===== config.mk =====
export PLATFORM = sky130hd
export DESIGN_NAME = mult_div_ctrl
export DESIGN_NICKNAME = d
export VERILOG_FILES = /design/src/rtl/mult_div_ctrl.sv
export SDC_FILE = /design/constraint.sdc
export NUM_CORES = 1
export LEC_CHECK = 0
export CORE_ASPECT_RATIO = 0.5
export CORE_MARGIN = 2
export CORE_UTILIZATION = 40
export CTS_CLUSTER_SIZE = 8
export DETAILED_ROUTE_END_ITERATION = 16
export PLACE_DENSITY_LB_ADDON = 0.1
export SLEW_MARGIN = 20
export SYNTH_ARGS = -nofsm -noshare
export SYNTH_HDL_FRONTEND = slang
export SYNTH_SLANG_ARGS = --single-unit

===== constraint.sdc =====
create_clock -name clk -period 3.25 [get_ports clk]
set_input_delay 0.4875 -clock clk [delete_from_list [all_inputs] [get_ports clk]]
set_output_delay 0.4875 -clock clk [all_outputs]
set_load 0.02 [all_outputs]

===== src/rtl/mult_div_ctrl.sv =====
// -----------------------------------------------------------------------------
// mult_div_ctrl
//   Sequencer for MULT/DIV of the multicycle CPU. An iterative shift-add
//   multiplier and a restoring divider each run WIDTH steps on operand
//   magnitudes, then a FIX step applies two's-complement sign correction.
//   Results are written to HI/LO. div_zero feeds the exception logic.
//
// Optional feature macro: MULTDIV_UNSIGNED_EN
//   When defined, adds input unsigned_op (sampled with start). unsigned_op=1
//   skips magnitude/sign handling (MULTU/DIVU). When undefined, every
//   operation is signed and the port does not exist.
//
// Ports
//   clk         in   1      clock, rising edge
//   reset       in   1      synchronous reset, active-low
//   start_mult  in   1      start signed multiply (sampled in IDLE, wins over div)
//   start_div   in   1      start signed divide (sampled in IDLE)
//   unsigned_op in   1      (MULTDIV_UNSIGNED_EN only) treat operands as unsigned
//   op_a        in   WIDTH  rs operand, latched on the accepted start edge
//   op_b        in   WIDTH  rt operand, latched on the accepted start edge
//   busy        out  1      operation in flight (stays high through the done cycle)
//   done        out  1      one-cycle pulse: HI/LO valid, or div-by-zero abort
//   div_zero    out  1      one-cycle pulse with done when a DIV had op_b==0
//   hi          out  WIDTH  HI (mult: upper product, div: remainder)
//   lo          out  WIDTH  LO (mult: lower product, div: quotient)
//   dbg_state   out  3      current FSM state encoding
//
// Handshake: a start is accepted only on an edge where the FSM is IDLE; starts
// at any other time are dropped. done pulses for exactly one cycle with hi/lo
// already holding the result; busy falls on the cycle after done.
// -----------------------------------------------------------------------------
module mult_div_ctrl #(
  parameter int WIDTH = 32
) (
  input  logic             clk,
  input  logic             reset,
  input  logic             start_mult,
  input  logic             start_div,
`ifdef MULTDIV_UNSIGNED_EN
  input  logic             unsigned_op,
`endif
  input  logic [WIDTH-1:0] op_a,
  input  logic [WIDTH-1:0] op_b,
  output logic             busy,
  output logic             done,
  output logic             div_zero,
  output logic [WIDTH-1:0] hi,
  output logic [WIDTH-1:0] lo,
  output logic [2:0]       dbg_state
);

  localparam int CW = (WIDTH > 1) ? $clog2(WIDTH) : 1;

  typedef enum logic [2:0] {
    S_IDLE = 3'd0,
    S_MULT = 3'd1,
    S_DIV  = 3'd2,
    S_FIX  = 3'd3,
    S_DONE = 3'd4
  } state_t;

  state_t             r_state;
  state_t             w_next_state;
  logic [CW-1:0]      r_cnt;
  logic [WIDTH-1:0]   r_opnd;     // mult: |a| addend; div: |b| divisor
  logic [2*WIDTH-1:0] r_acc;      // mult: {partial hi, multiplier/lo}; div: {rem, quotient}
  logic               r_neg_res;  // product / quotient must be negated
  logic               r_neg_rem;  // remainder takes the dividend's sign
  logic               r_is_div;
  logic               r_dz;
  logic [WIDTH-1:0]   r_hi;
  logic [WIDTH-1:0]   r_lo;
  logic               r_done;
  logic               r_div_zero;

  logic               w_signed;
  logic               w_a_neg;
  logic               w_b_neg;
  logic [WIDTH-1:0]   w_mag_a;
  logic [WIDTH-1:0]   w_mag_b;
  logic               w_b_zero;
  logic [WIDTH:0]     w_mul_sum;
  logic [2*WIDTH-1:0] w_mul_next;
  logic [WIDTH:0]     w_div_shift;
  logic               w_div_ge;
  logic [WIDTH-1:0]   w_div_diff;
  logic [2*WIDTH-1:0] w_div_next;
  logic [2*WIDTH-1:0] w_prod_neg;
  logic [WIDTH-1:0]   w_rem_fix;
  logic [WIDTH-1:0]   w_quo_fix;
  logic [2*WIDTH-1:0] w_fixed;

`ifdef MULTDIV_UNSIGNED_EN
  assign w_signed = ~unsigned_op;
`else
  assign w_signed = 1'b1;
`endif

  // A WIDTH-bit unsigned magnitude holds |-2^(WIDTH-1)| exactly, so the
  // most negative operand goes through the datapath without loss.
  assign w_a_neg  = w_signed & op_a[WIDTH-1];
  assign w_b_neg  = w_signed & op_b[WIDTH-1];
  assign w_mag_a  = w_a_neg ? (~op_a + 1'b1) : op_a;
  assign w_mag_b  = w_b_neg ? (~op_b + 1'b1) : op_b;
  assign w_b_zero = (op_b == '0);

  // Shift-add: add the multiplicand into the upper half when the current
  // multiplier bit (acc LSB) is set, then shift the whole accumulator right.
  assign w_mul_sum  = {1'b0, r_acc[2*WIDTH-1:WIDTH]} + (r_acc[0] ? {1'b0, r_opnd} : '0);
  assign w_mul_next = {w_mul_sum, r_acc[WIDTH-1:1]};

  // Restoring divide: shift the next dividend bit into the remainder, keep
  // the difference only when it does not go negative.
  assign w_div_shift = {r_acc[2*WIDTH-1:WIDTH], r_acc[WIDTH-1]};
  assign w_div_ge    = (w_div_shift >= {1'b0, r_opnd});
  assign w_div_diff  = w_div_shift[WIDTH-1:0] - r_opnd;
  assign w_div_next  = w_div_ge ? {w_div_diff, r_acc[WIDTH-2:0], 1'b1}
                                : {w_div_shift[WIDTH-1:0], r_acc[WIDTH-2:0], 1'b0};

  assign w_prod_neg = -r_acc;
  assign w_rem_fix  = r_neg_rem ? -r_acc[2*WIDTH-1:WIDTH] : r_acc[2*WIDTH-1:WIDTH];
  assign w_quo_fix  = r_neg_res ? -r_acc[WIDTH-1:0] : r_acc[WIDTH-1:0];
  assign w_fixed    = r_is_div ? {w_rem_fix, w_quo_fix}
                               : (r_neg_res ? w_prod_neg : r_acc);

  always_comb begin
    w_next_state = r_state;
    case (r_state)
      S_IDLE: begin
        if (start_mult)     w_next_state = S_MULT;
        else if (start_div) w_next_state = w_b_zero ? S_DONE : S_DIV;
      end
      S_MULT:  if (r_cnt == '0) w_next_state = S_FIX;
      S_DIV:   if (r_cnt == '0) w_next_state = S_FIX;
      S_FIX:   w_next_state = S_DONE;
      S_DONE:  w_next_state = S_IDLE;
      default: w_next_state = S_IDLE;
    endcase
  end

  always_ff @(posedge clk) begin
    if (!reset) begin
      r_state    <= S_IDLE;
      r_cnt      <= '0;
      r_opnd     <= '0;
      r_acc      <= '0;
      r_neg_res  <= 1'b0;
      r_neg_rem  <= 1'b0;
      r_is_div   <= 1'b0;
      r_dz       <= 1'b0;
      r_hi       <= '0;
      r_lo       <= '0;
      r_done     <= 1'b0;
      r_div_zero <= 1'b0;
    end else begin
      r_state <= w_next_state;
      // done/div_zero are registered off the DONE state, so they (and the
      // hi/lo load) appear one edge after DONE is entered.
      r_done     <= (r_state == S_DONE);
      r_div_zero <= (r_state == S_DONE) & r_dz;
      case (r_state)
        S_IDLE: begin
          if (start_mult) begin
            r_opnd    <= w_mag_a;
            r_acc     <= {{WIDTH{1'b0}}, w_mag_b};
            r_neg_res <= w_a_neg ^ w_b_neg;
            r_neg_rem <= 1'b0;
            r_is_div  <= 1'b0;
            r_dz      <= 1'b0;
            r_cnt     <= CW'(WIDTH - 1);
          end else if (start_div) begin
            r_opnd    <= w_mag_b;
            r_acc     <= {{WIDTH{1'b0}}, w_mag_a};
            r_neg_res <= w_a_neg ^ w_b_neg;
            r_neg_rem <= w_a_neg;
            r_is_div  <= 1'b1;
            r_dz      <= w_b_zero;
            r_cnt     <= CW'(WIDTH - 1);
          end
        end
        S_MULT: begin
          r_acc <= w_mul_next;
          if (r_cnt != '0) r_cnt <= r_cnt - 1'b1;
        end
        S_DIV: begin
          r_acc <= w_div_next;
          if (r_cnt != '0) r_cnt <= r_cnt - 1'b1;
        end
        S_FIX: r_acc <= w_fixed;
        S_DONE: begin
          // A divide-by-zero abort leaves HI/LO untouched.
          if (!r_dz) begin
            r_hi <= r_acc[2*WIDTH-1:WIDTH];
            r_lo <= r_acc[WIDTH-1:0];
          end
        end
        default: ;
      endcase
    end
  end

  // busy covers the done-pulse cycle so the CPU never sees busy=0 before done.
  assign busy      = (r_state != S_IDLE) | r_done;
  assign done      = r_done;
  assign div_zero  = r_div_zero;
  assign hi        = r_hi;
  assign lo        = r_lo;
  assign dbg_state = r_state;

endmodule


; ---- Word level (Yosys, flattened, before mapping)
; Cells that the tools add are included.
[totals]
register_bits = 174
latch_bits = 0
ram_bits = 0
rom_bits = 0
in_bits = 68
output_inout_bits = 70
elab_cells = 83
memories = 0
[op_classes]
add_sub_neg = 8
n_mul = 0
div_mod_pow = 0
magnitude_cmp = 1
eq_ne = 10
shifts = 0
mux = 30
bitwise_logic = 6
n_reduce_logical = 15
[op_table]
columns = op, n
row1 = $mux W64, 5
row2 = $pmux W64 S4, 1
row3 = $mux W32, 7
row4 = $add A32 B1 Y32 const B, 2
row5 = $neg A32 Y32, 2
row6 = $neg A64 Y64, 1
row7 = $not A32 Y32, 2
row8 = $add A32 B32 Y33, 1
row9 = $ge A33 B32 Y1, 1
row10 = $logic_not A32 Y1, 1
row11 = $sub A32 B32 Y32, 1
row12 = $mux W5, 3
row13 = $mux W3, 4
row14 = $pmux W5 S2, 1
row15 = $ne A3 B3 Y1 const B, 3
row16 = $pmux W3 S3, 1
row17 = $mux W1, 8
row18 = $eq A3 B2 Y1 const B, 2
row19 = $reduce_and A2 Y1, 3
row20 = $reduce_and A3 Y1, 2
row21 = $logic_not A5 Y1, 1
row22 = $reduce_bool A5 Y1, 1
row23 = $sub A5 B1 Y5 const B, 1
row24 = $ne A2 B1 Y1 const B, 2
row25 = 13 further kinds, 14

; ---- Depth between registers and ports, before layout
[depth]
depth_word = 6
mapped_depth = 15
depth_no_buf = 13

; ---- Worst setup path after synthesis
; Ideal clock, no wire load.
[synth_timing]
path_kind = reg-to-reg
from = register r_acc[0]
to = register r_acc[57]
setup_ns = 0.130
arrival_time_ns = 3.056
required_time_ns = 3.120
setup_slack_ns = 0.064
path_stages_with_launch = 16
n_path_buf = 3
period_less_slack_ns = 3.186
cell_sequence = dfxtp_1 -> clkbuf_1 -> inv_1 -> clkbuf_1 -> nor2_1 -> ha_1 -> clkbuf_1 -> nand4_1 -> nor3_1 -> o2111ai_1 -> a31oi_1 -> a21oi_1 -> and4b_1 -> a2111o_1 -> a221oi_2 -> a21oi_1
[synth_via]
elab_chain_cells = 4
elab_cells_between_ends = 6
classes_between = 2 x add/sub / 4 x mux
[synth_lines]
columns = item, line
row1 = start: declaration, 66  ; logic [2*WIDTH-1:0] r_acc;
row2 = start signal: assignment, 165  ; r_acc <= {{WIDTH{1'b0}}, w_mag_b};
row3 = start signal: assignment, 173  ; r_acc <= {{WIDTH{1'b0}}, w_mag_a};
row4 = start signal: assignment, 182  ; r_acc <= w_mul_next;
row5 = $neg A64 Y64, 120  ; assign w_prod_neg = -r_acc;
row6 = $mux W64, 124  ; : (r_neg_res ? w_prod_neg : r_acc);
row7 = $mux W64, 123  ; assign w_fixed = r_is_div ? {w_rem_fix, w_quo_fix}
row8 = $pmux W64 S4 *, 161  ; case (r_state)
; Every way passes the cells marked *; elsewhere a longest branch is shown, timed or not. The select of a mux whose other input is x is not followed.
; A chain may end at the register's enable or synchronous reset.

; ---- Final worst setup path
[layout_timing]
from = register r_acc[16]
to = register r_acc[57]
[layout_via]
elab_chain_cells = 4
[layout_lines]
columns = item, line
row1 = $neg A64 Y64, 120
row2 = $mux W64, 124
row3 = $mux W64, 123
row4 = $pmux W64 S4, 161
; Every way passes these cells. The select of a mux whose other input is x is not followed.

==> reports/summary.md <==
The tools report the number of pins exceeding their max-slew limit in the final report as 0. In this run the worst hold path is classified as reg -> reg. Buffers placed on the I/O ports in this run total 137.

In this run the deepest clock path goes through 2 buffers. The flip-flop cell with the highest count after synthesis is sky130_fd_sc_hd__dfxtp_1. The start-to-end type of the worst setup path was reg -> reg.

The area share of and/or/nand/nor cells after synthesis was 23.2%. Placement-stage worst setup slack: -0.292 ns. The floorplan has 49 rows.

Once detailed placement completed, the half-perimeter wirelength came to 45200 microns. The post-synthesis adder-cell area fraction is 6.35%, and the number of enable-type register cells in the synthesized netlist is 0. After the last flow step, the layout net total stands at 2456. The worst path setup slack after routing was 0.0503 ns. Counting flops with an async set or reset pin after synthesis yields a share of 0%.

The library cell used most frequently in the layout, excluding fill and tap cells, is sky130_fd_sc_hd__buf_4. The floorplan step defined a core boundary enclosing 35700 sq um. Across the run, the number of max-cap violations was 0.

For the setup TNS after final layout, the log shows 0 ns. For the finished layout, the period the worst path requires is 3.20 ns. The number of antenna violations at the first check in global routing came out at 0. The chip height is 138 microns, and the synthesized netlist cell count is 2000. The mean routed wirelength per cell works out to 21.0 microns. The run gives 2140 as the total nets after synthesis. Cells with a size suffix above 1 make up 18.7% of the layout. The post-synthesis share of cell area spent on xor and xnor gates is 8.26%, and the max-slew headroom at the worst pin is 33.7%. In the routed design, unresolved DRC markers number 0. After synthesis, the largest family of logic cells by area is compound AO/OA/AOI/OAI gates. The pin count of the biggest net entering global routing was 56; the detailed-routing wirelength on met1 was 26700 microns. Yosys mapped the design onto 84 distinct sky130hd cell types. The endpoint class of the critical path was a flip-flop. In this run the horizontal extent of the chip is 272 microns. For this design, the CTS-stage hold fixing added 0 buffers. The first global-routing pass estimated 89600 microns of wire.

Setup violations remaining at the end of the flow were counted as 0. For the pin with the worst max-slew slack, the measured transition is 0.990 ns. The run gives 18200 sq um as the instance area after placement. VDD sags by at most 0.000309 V. The number of clock buffers added by TritonCTS is 17. Along the worst path, the maximum fanout reaches 3. Power comes to 11100 uW.

The highest layer touched by signal routing is met4. Sequential elements use 24.2% of the synthesized area. The die covers 37700 sq um. The area growth from synthesis to layout is 32.4%. Clock tree synthesis selected as its root buffer the cell sky130_fd_sc_hd__clkbuf_16. STA puts the critical path data required time at 3.60 ns. The highest clock frequency the design can meet is 0.313 GHz, and the average instance area after synthesis is 7.21 sq um. The logs give 30.7% for the overall global routing resource usage and 0 for the post-detailed-route count of antenna-violating nets. The worst setup path is launched from a flip-flop.

The fraction of synthesized area in multiplexers was 3.25%; the total standard cell area after synthesis was 14400 sq um. Global routing finished with a remaining overflow of 0. Summing the areas of all compound-gate instances in the mapped netlist gives 29.0% of the synthesized area. The static leakage came out at 0.00762 uW. The I/O pin count was 138; the global placer's final weighted congestion was 0.979.

The initial utilization of the core area, before any placement, comes to 40.3%. In the layout the commonest cells are sky130_fd_sc_hd__buf_4 (291), sky130_fd_sc_hd__nand2_1 (285), sky130_fd_sc_hd__a21oi_1 (182). For the wire length reported by the detailed router, the log shows 59000 microns. The biggest area contributor in the post-synthesis netlist is sky130_fd_sc_hd__dfxtp_1. Clock-pin slew was measured on the worst setup and hold paths at 0.08 ns.

For the final design instance area without fill, the log shows 19100 sq um. The number of vias after detailed routing was 16634. After synthesis, the cell types taking the most area are sky130_fd_sc_hd__dfxtp_1 (24%), sky130_fd_sc_hd__nand2_1 (7.4%), sky130_fd_sc_hd__a21oi_1 (6.6%), sky130_fd_sc_hd__ha_1 (6.1%), sky130_fd_sc_hd__nor2_1 (4.8%).

The run gives 174 as the total number of clock tree sinks. The power density of the placed cells works out to 583 nW/um^2. The first TritonRoute pass finished after 9 iterations. Summed over all nets, wire length on met2 after detailed routing comes to 25000 microns. The clock network latency to the later pin of the worst-skew pair is 0.47 ns, and the worst slack on hold paths is 0.453 ns. The first routing iteration left 1700 violations. The run finished with clean final reports. The run gives 4 as the depth of the CTS H-tree. In the routed layout, each cell is associated on average with a via count of 5.91. TritonCTS built the clock tree. The hold violation total from the final report was 0; the portion of the clock cycle consumed by the worst path in the final layout was 98.5%. The share of the synthesized area in the top cell type was 24.2%. The number of synthesized register bits works out to 174.

At the worst endpoint, the arrival time is 3.55 ns. The routed design uses 5270 microns of met3 wire. The synthesis warning total came out at 0. The tools report the clock skew after layout as 0.0136 ns. The repair_antennas step left the layout with diodes totalling 0. The number of global-route vias before repair is 15160.
[routing by layer]
| layer | vias up | track usage [%] |
|---|---|---|
| li1 | 7901 | - |
| met5 | - | 0 |
| met2 | 716 | 45.5 |
| met3 | 122 | 6.17 |
| met1 | 7895 | 43.7 |
| met4 | 0 | 11.3 |
[cells in the mapped netlist (13+ instances only)]
| cell type | n |
|---|---|
| sky130_fd_sc_hd__a31oi_1 | 28 |
| sky130_fd_sc_hd__o211ai_1 | 17 |
| sky130_fd_sc_hd__nand2_1 | 285 |
| sky130_fd_sc_hd__ha_1 | 70 |
| sky130_fd_sc_hd__a222oi_1 | 16 |
| sky130_fd_sc_hd__nor2_1 | 185 |
| sky130_fd_sc_hd__o21ai_0 | 135 |
| sky130_fd_sc_hd__xor2_1 | 68 |
| sky130_fd_sc_hd__dfxtp_1 | 174 |
| sky130_fd_sc_hd__nand4_1 | 13 |
| sky130_fd_sc_hd__nor4_1 | 22 |
| sky130_fd_sc_hd__o22ai_1 | 21 |
| sky130_fd_sc_hd__o31ai_1 | 18 |
| sky130_fd_sc_hd__a211oi_1 | 30 |
| sky130_fd_sc_hd__or3_1 | 24 |
| sky130_fd_sc_hd__nor3_1 | 37 |
| sky130_fd_sc_hd__nand3_1 | 37 |
| sky130_fd_sc_hd__inv_1 | 70 |
| sky130_fd_sc_hd__clkbuf_1 | 125 |
| sky130_fd_sc_hd__a221oi_1 | 29 |
| sky130_fd_sc_hd__o221ai_1 | 14 |
| sky130_fd_sc_hd__a21o_1 | 31 |
| sky130_fd_sc_hd__mux2i_1 | 30 |
| sky130_fd_sc_hd__or4_1 | 17 |
| sky130_fd_sc_hd__a21oi_1 | 189 |
| sky130_fd_sc_hd__mux2_2 | 15 |
| sky130_fd_sc_hd__xnor2_1 | 68 |
| sky130_fd_sc_hd__nand2b_1 | 20 |
| sky130_fd_sc_hd__o21a_1 | 13 |
| sky130_fd_sc_hd__and2_1 | 14 |
[through the flow]
stage	util [%]	std cells
2_1_floorplan	-	2000
3_3_place_gp	51.0	2777
3_5_place_dp	51.0	2777
4_1_cts	52.7	2809
5_1_grt	53.4	2813
6_report	53.4	2813
[what timing repair did]
item	CTS	global route
gates resized for setup	7	63
cloned	0	0
buffers inserted	0	4
pin swaps	1	14
endpoints found under the setup margin	13	25
[worst paths after layout]
| path | from | end | slack [ns] | cells past startpoint |
|---|---|---|---|---|
| min reg2reg | r_opnd[19] | r_opnd[19] | 0.45 | 2 |
| min | r_opnd[19] | r_opnd[19] | 0.45 | 2 |
| max | r_acc[16] | r_acc[57] | 0.05 | 10 |
| max reg2reg | r_acc[16] | r_acc[57] | 0.05 | 10 |
[registers in the layout, indices dropped and copies added, names as in the netlist, 3 cells and up]
name       cells
r_cnt          5
r_opnd        32
lo            32
hi            32
dbg_state      3
r_acc         64
[critical path: stages, from the launching register on]
cell and delay, ns:
sky130_fd_sc_hd__dfxtp_1 0.31, sky130_fd_sc_hd__or4_4 0.56, sky130_fd_sc_hd__nor4b_4 0.36, sky130_fd_sc_hd__a41oi_2 0.18, sky130_fd_sc_hd__buf_6 0.17, sky130_fd_sc_hd__or3_4 0.37
sky130_fd_sc_hd__nor4_4 0.30, sky130_fd_sc_hd__xnor2_1 0.09, sky130_fd_sc_hd__a2111o_1 0.45, sky130_fd_sc_hd__a221oi_2 0.20, sky130_fd_sc_hd__a21oi_1 0.09
[report_power, final]
group	switching (uW)	leakage, uW	internal (uW)
registers	268	0.00142	2390
logic	3610	0.00592	2720
clock network	1060	0.000280	1110
total	4930	0.00762	6210
[final cells by class]
type	instances	area, sq um
clock buffers	18	439
inverters	72	275
flip-flops and latches	174	3490
well taps	484	606
repair buffers	441	3780
clock inverters	14	153
fillers	3508	16600
multi-input cells	1610	10300
[cells by family (layout without fill, tap and decap cells)]
family                     Yosys count  count (layout)
DFF                                174             174
buffers and inverters              216             545
AOI/OAI and AO/OA                  643             643
and+or+nand+nor                    714             714
adders and majority gates           72              72
muxes                               45              45
xor gates and xnor gates           136             136
Note: power is estimated with default switching activity, not from simulation.
